==> src/rtl/video_stream_pkg.sv <==
`default_nettype none
// ============================================================================
// Module      : video_stream_pkg
// Description : Shared definitions for the sparse pixel-stream blocks:
//               generator state encoding, pattern codes and coordinate width.
// Ports       : none (package)
// Revision    : 1.0 - initial release
// ============================================================================
package video_stream_pkg;

    // Width of x/y coordinates, frame counter and pattern arithmetic.
    localparam int COORD_W = 16;

    typedef enum logic [1:0] {
        IDLE   = 2'd0,
        ACTIVE = 2'd1,
        HBLANK = 2'd2,
        VBLANK = 2'd3
    } state_t;

    typedef enum logic [1:0] {
        PAT_HRAMP = 2'd0,
        PAT_VRAMP = 2'd1,
        PAT_CHECK = 2'd2,
        PAT_DIAG  = 2'd3
    } pattern_t;

endpackage
`default_nettype wire

==> src/rtl/video_pattern_tx.sv <==
`default_nettype none
// ============================================================================
// Module      : video_pattern_tx
// Description : Synthetic frame generator for the sparse pixel-stream
//               protocol. Emits one pixel every SPARSE_OUTPUT+1 cycles with
//               de/hs/vs strobes, H_BLANK idle cycles between lines and
//               V_BLANK idle cycles after the last line of a frame.
// Ports       : clk          - sole clock
//               rst_n        - synchronous active-low reset
//               enable       - start/continue frame generation (IDLE only)
//               line_size    - pixels per line minus 1 (latched at frame start)
//               frame_lines  - lines per frame minus 1 (latched at frame start)
//               pattern_sel  - 0 h-ramp, 1 v-ramp, 2 checkerboard, 3 diagonal
//               do_o         - pixel data, valid with de_o, held otherwise
//               de_o         - pixel valid
//               hs_o         - first pixel of a line
//               vs_o         - first pixel of a frame
//               frame_done   - one-cycle pulse at the end of vertical blank
//               busy         - high in every state except IDLE
// Revision    : 1.0 - initial release
// ============================================================================
module video_pattern_tx
    import video_stream_pkg::*;
#(
    parameter int PIXEL_WIDTH   = 12,
    parameter int SPARSE_OUTPUT = 2,
    parameter int H_BLANK       = 16,
    parameter int V_BLANK       = 64
) (
    input  logic                   clk,
    input  logic                   rst_n,
    input  logic                   enable,
    input  logic [15:0]            line_size,
    input  logic [15:0]            frame_lines,
    input  logic [1:0]             pattern_sel,
    output logic [PIXEL_WIDTH-1:0] do_o,
    output logic                   de_o,
    output logic                   hs_o,
    output logic                   vs_o,
    output logic                   frame_done,
    output logic                   busy
);

    localparam int SP_W      = (SPARSE_OUTPUT > 0) ? $clog2(SPARSE_OUTPUT + 1) : 1;
    localparam int BLANK_MAX = (H_BLANK > V_BLANK) ? H_BLANK : V_BLANK;
    localparam int BL_W      = (BLANK_MAX > 1) ? $clog2(BLANK_MAX) : 1;

    localparam logic [SP_W-1:0] SP_LAST = SP_W'(SPARSE_OUTPUT);
    // Blank counters run 0..N-1; the last count triggers the state exit.
    localparam logic [BL_W-1:0] HB_LAST = BL_W'((H_BLANK > 0) ? H_BLANK - 1 : 0);
    localparam logic [BL_W-1:0] VB_LAST = BL_W'((V_BLANK > 0) ? V_BLANK - 1 : 0);

    state_t               state,      state_d;
    logic [COORD_W-1:0]   x,          x_d;
    logic [COORD_W-1:0]   y,          y_d;
    logic [SP_W-1:0]      cnt_sparse, cnt_sparse_d;
    logic [BL_W-1:0]      blank_cnt,  blank_cnt_d;
    logic [COORD_W-1:0]   frame_cnt,  frame_cnt_d;
    logic [15:0]          ls_q,       ls_d;
    logic [15:0]          fl_q,       fl_d;
    pattern_t             pat_q,      pat_d;

    logic [PIXEL_WIDTH-1:0] do_d;
    logic                   de_d, hs_d, vs_d, done_d, busy_d;

    // Pattern mux: arithmetic in coordinate width, truncated to pixel width.
    function automatic logic [PIXEL_WIDTH-1:0] pattern_pixel(
        input pattern_t           sel,
        input logic [COORD_W-1:0] px,
        input logic [COORD_W-1:0] py,
        input logic [COORD_W-1:0] fc
    );
        logic [COORD_W-1:0] v;
        v = '0;
        case (sel)
            PAT_HRAMP: v = px;
            PAT_VRAMP: v = py;
            PAT_DIAG:  v = px + py + fc;
            default:   v = '0;
        endcase
        if (sel == PAT_CHECK) begin
            return {PIXEL_WIDTH{px[3] ^ py[3]}};
        end
        return PIXEL_WIDTH'(v);
    endfunction

    always_comb begin
        state_d      = state;
        x_d          = x;
        y_d          = y;
        cnt_sparse_d = cnt_sparse;
        blank_cnt_d  = blank_cnt;
        frame_cnt_d  = frame_cnt;
        ls_d         = ls_q;
        fl_d         = fl_q;
        pat_d        = pat_q;
        do_d         = do_o;
        de_d         = 1'b0;
        hs_d         = 1'b0;
        vs_d         = 1'b0;
        done_d       = 1'b0;

        case (state)
            IDLE: begin
                if (enable) begin
                    ls_d         = line_size;
                    fl_d         = frame_lines;
                    pat_d        = pattern_t'(pattern_sel);
                    x_d          = '0;
                    y_d          = '0;
                    cnt_sparse_d = '0;
                    state_d      = ACTIVE;
                end
            end

            ACTIVE: begin
                if (cnt_sparse == SP_LAST) begin
                    cnt_sparse_d = '0;
                    de_d         = 1'b1;
                    hs_d         = (x == '0);
                    vs_d         = (x == '0) && (y == '0);
                    do_d         = pattern_pixel(pat_q, x, y, frame_cnt);
                    x_d          = x + 16'd1;
                    if (x == ls_q) begin
                        blank_cnt_d = '0;
                        if (y == fl_q) begin
                            if (V_BLANK == 0) begin
                                done_d      = 1'b1;
                                frame_cnt_d = frame_cnt + 16'd1;
                                state_d     = IDLE;
                            end else begin
                                state_d = VBLANK;
                            end
                        end else if (H_BLANK == 0) begin
                            // No horizontal blank: start the next line at once.
                            x_d = '0;
                            y_d = y + 16'd1;
                        end else begin
                            state_d = HBLANK;
                        end
                    end
                end else begin
                    cnt_sparse_d = cnt_sparse + 1'b1;
                end
            end

            HBLANK: begin
                if (blank_cnt == HB_LAST) begin
                    x_d          = '0;
                    y_d          = y + 16'd1;
                    cnt_sparse_d = '0;
                    state_d      = ACTIVE;
                end else begin
                    blank_cnt_d = blank_cnt + 1'b1;
                end
            end

            VBLANK: begin
                if (blank_cnt == VB_LAST) begin
                    done_d      = 1'b1;
                    frame_cnt_d = frame_cnt + 16'd1;
                    state_d     = IDLE;
                end else begin
                    blank_cnt_d = blank_cnt + 1'b1;
                end
            end

            default: state_d = IDLE;
        endcase

        // Registered from the next state so busy tracks the state exactly.
        busy_d = (state_d != IDLE);
    end

    always_ff @(posedge clk) begin
        if (!rst_n) begin
            state      <= IDLE;
            x          <= '0;
            y          <= '0;
            cnt_sparse <= '0;
            blank_cnt  <= '0;
            frame_cnt  <= '0;
            ls_q       <= '0;
            fl_q       <= '0;
            pat_q      <= PAT_HRAMP;
            do_o       <= '0;
            de_o       <= 1'b0;
            hs_o       <= 1'b0;
            vs_o       <= 1'b0;
            frame_done <= 1'b0;
            busy       <= 1'b0;
        end else begin
            state      <= state_d;
            x          <= x_d;
            y          <= y_d;
            cnt_sparse <= cnt_sparse_d;
            blank_cnt  <= blank_cnt_d;
            frame_cnt  <= frame_cnt_d;
            ls_q       <= ls_d;
            fl_q       <= fl_d;
            pat_q      <= pat_d;
            do_o       <= do_d;
            de_o       <= de_d;
            hs_o       <= hs_d;
            vs_o       <= vs_d;
            frame_done <= done_d;
            busy       <= busy_d;
        end
    end

endmodule
`default_nettype wire

==> config.mk <==
export PLATFORM = sky130hd
export DESIGN_NAME = video_pattern_tx
export DESIGN_NICKNAME = d
export VERILOG_FILES = /design/src/rtl/video_stream_pkg.sv /design/src/rtl/video_pattern_tx.sv
export SDC_FILE = /design/constraint.sdc
export NUM_CORES = 1
export LEC_CHECK = 0
export ABC_AREA = 1
export ABC_CLOCK_PERIOD_IN_PS = 3500
export CAP_MARGIN = 20
export CORE_ASPECT_RATIO = 0.8
export CORE_UTILIZATION = 50
export DETAILED_ROUTE_END_ITERATION = 7
export GPL_TIMING_DRIVEN = 0
export PLACE_DENSITY_LB_ADDON = 0.25
export SYNTH_ARGS = -nofsm -noshare
export SYNTH_HDL_FRONTEND = slang
export SYNTH_SLANG_ARGS = --single-unit
==> constraint.sdc <==
create_clock -name clk -period 3.5 [get_ports clk]
set_clock_uncertainty 0.15 [all_clocks]
set_input_delay 0.7 -clock clk [delete_from_list [all_inputs] [get_ports clk]]
set_output_delay 0.7 -clock clk [all_outputs]
set_load 0.01 [all_outputs]
==> flow_metrics.tcl <==
set metrics [dict create \
    drc_errors 0 \
    drive_above_1_share 0.0500 \
    viasPerCell 5.38 \
    max_cap_viol_count 0 \
    nets 1100 \
    synth.top_cells.by_area "dfxtp_1 33%, nand2_1 15%, inv_1 7.3%" \
    p_total_mw 2.64 \
    r2r_slack_ns 0.72 \
    status "finished clean" \
    path_delay_family "adder cells" \
    die_h_um 103 \
    portBuffers 53 \
    ys_seq_elements 105 \
    cp_max_fo 6 \
    power.leakage_nw 3.20 \
    path_clk_slew_ns 0.07 \
    cts_buffers 9 \
    synth_cells 970 \
    layout_min_cycle_time_ns 2.78 \
    critPathKind "reg -> reg" \
    ios 54 \
    coreArea_mm2 0.0123 \
    synth_nets 1036 \
    area_growth_pct 16.8 \
    cts_hold_buf 0 \
    cp_slowest_cell "dfxtp_1" \
    tritoncts "built" \
    rsz0062_at_grt "false" \
    max-slew-margin-rel 0.556 \
    ys_seq_area_frac 0.331 \
    hold_violations 0 \
    dp_hpwl_um 14300 \
    post_drt_wl_per_cell_um 15.5 \
    netlist_area_mm2 0.00636 \
    root_buffer "clkbuf_16" \
    initial_utilization 0.517 \
    max_stage_delay_ns 0.54 \
    ctsResizeCount 0 \
    crit_path_cell_trace "fa_1, ha_1, fa_1, nand2_1, nand3_1, or2_2, nand3_1, nand4_1, nand2_1, inv_1" \
    fp.dieW_um 128 \
    route.final.wire_length_um 18700 \
    cp-start-kind "flip-flop" \
    die_area_mm2 0.0132 \
    setup_tns_ns 0 \
    synth_area_leader_cell "dfxtp_1" \
    cts_setup_buffers 0 \
    endpoint_kind "flip-flop" \
    cp.required_ns 3.61 \
    grt_pass1_vias 5736 \
    yosysWarnings 0 \
    drtAntennaViolNets 0 \
    grt_pass1_wl_um 30300 \
    first_pass_iters 5 \
    grt_overflow 0 \
    fp-row-count 36 \
    avgSynthCellArea_um2 6.56 \
    cp_data_arrival_time_ns 2.88 \
    cts_max_level 3 \
    antenna_found_initial 0 \
    cts_max_path_buffers 2 \
    grt_usage 0.303 \
    routabilityCongestion 0.977 \
    insertion_delay_ns 0.36 \
    max_freq_mhz 360 \
    peakVddDrop_uv 289 \
    drv_slew 0 \
    synth_top_area_share 0.331 \
    power_density_mw_per_mm2 356 \
    path_buf_inv 1 \
    num_antenna_cells 0 \
    cts.sinks 105 \
    min_period_over_period 0.794 \
    worst_pin_slew_ns 0.666 \
    num_vias 6510 \
    drt_iter0_markers 684 \
    setup_viol 0 \
    yosysUniqueCellTypes 39 \
    hold_path.class "reg -> reg" \
    grt_max_degree 18 \
]
-- metal layers --
| layer | part of all wire | vias up | global-route usage | wire (um) |
|---|---|---|---|---|
| met3 | 0.091 | 29 | 0.0628 | 1710 |
| met5 | 0 | - | 0 | 0 |
| met1 | 0.48 | 2946 | 0.445 | 9040 |
| met4 | 0.015 | 0 | 0.0661 | 283 |
| li1 | - | 3264 | - | - |
| met2 | 0.41 | 271 | 0.456 | 7700 |
-- path summary, 6_finish.rpt --
kind | from | endpoint | cells past startpoint
worst max-delay path | y[1] | do_o[7] | 10
worst min-delay path | fl_q[10] | fl_q[10] | 2
worst max register to register | y[1] | do_o[7] | 10
worst min register to register | fl_q[10] | fl_q[10] | 2
-- flip-flops by register name (all words and copies together) (netlist names), 6 cells and up --
| signal | count |
|---|---|
| fl_q | 16 |
| ls_q | 16 |
| x | 16 |
| y | 16 |
| do_o | 12 |
| frame_cnt | 12 |
| blank_cnt | 6 |
-- cells in the mapped netlist --
master	number
a21o_1	1
nor2_8	2
nor3_1	24
or2_2	2
a31oi_1	1
a21oi_1	86
xor2_1	16
o2111ai_1	1
o211ai_1	2
inv_2	7
dfxtp_1	105
o21ai_1	3
buf_4	3
o22ai_1	5
ha_1	17
fa_1	12
nor2_2	2
buf_6	2
nand3b_1	3
clkbuf_1	17
inv_4	1
inv_1	123
nand2_2	5
nor4_1	1
nor2_4	2
nor2_1	108
buf_2	4
nor4_2	1
xnor2_1	2
nand2_1	255
clkinv_1	1
nor3_2	3
o31ai_1	1
nand3_1	53
o21bai_1	1
and3_1	2
o21ai_0	57
nand4_1	36
nand3_2	3
-- logic make-up after synthesis --
group / after synthesis / share of synthesized area
AND/OR/NAND/NOR: 502 / 0.347
buffers and inverters: 158 / 0.0986
AO/OA/AOI/OAI: 158 / 0.128
XOR/XNOR: 18 / 0.0248
adder cells (fa/ha/maj): 29 / 0.0712
flip-flops: 105 / 0.331
-- power by group --
part	internal, mW	switching (mW)	leakage (nW)
Combinational	0.108	0.176	2.19
Sequential	1.23	0.0239	0.854
Clock	0.630	0.475	0.149
-- through the flow --
stage | util | hold slack (ns) | setup WS, ns | instance area (um^2) | instances
after floorplan | - | 0.294 | 1.06 | 6360 | 970
after global placement | 0.578 | 0.308 | 0.768 | 7100 | 1194
after detailed placement | 0.578 | 0.313 | 0.770 | 7100 | 1194
after CTS | 0.604 | 0.324 | 0.756 | 7430 | 1210
after global routing | 0.604 | 0.341 | 0.537 | 7430 | 1210
final | 0.604 | 0.321 | 0.722 | 7430 | 1210
-- placed cells by master (no fill, tap or decap), types with 3 or more instances in the layout --
master	count
nand2_1	255
inv_1	123
nor2_1	108
dfxtp_1	105
a21oi_1	86
o21ai_0	57
nand3_1	53
clkdlybuf4s50_1	53
nand4_1	36
nor3_1	24
clkbuf_1	18
ha_1	17
xor2_1	16
fa_1	12
clkbuf_16	9
inv_2	7
o22ai_1	5
nand2_2	5
buf_2	4
buf_4	3
nand3_2	3
o21ai_1	3
nand3b_1	3
nor3_2	3
-- tightest hold or removal path: stages (launching register included) --
cell     delay, ns
dfxtp_1       0.31
inv_1         0.06
a21oi_1       0.05
-- layout make-up --
cell class,instances,area [um^2]
clock buffers,10,229
repair buffers,53,531
fillers,1197,4870
clock inverters,6,92.6
plain buffers,26,129
flip-flops and latches,105,2100
multi-input cells,707,3630
inverters,132,498
well taps,171,214
Note: power is estimated with default switching activity, not from simulation.
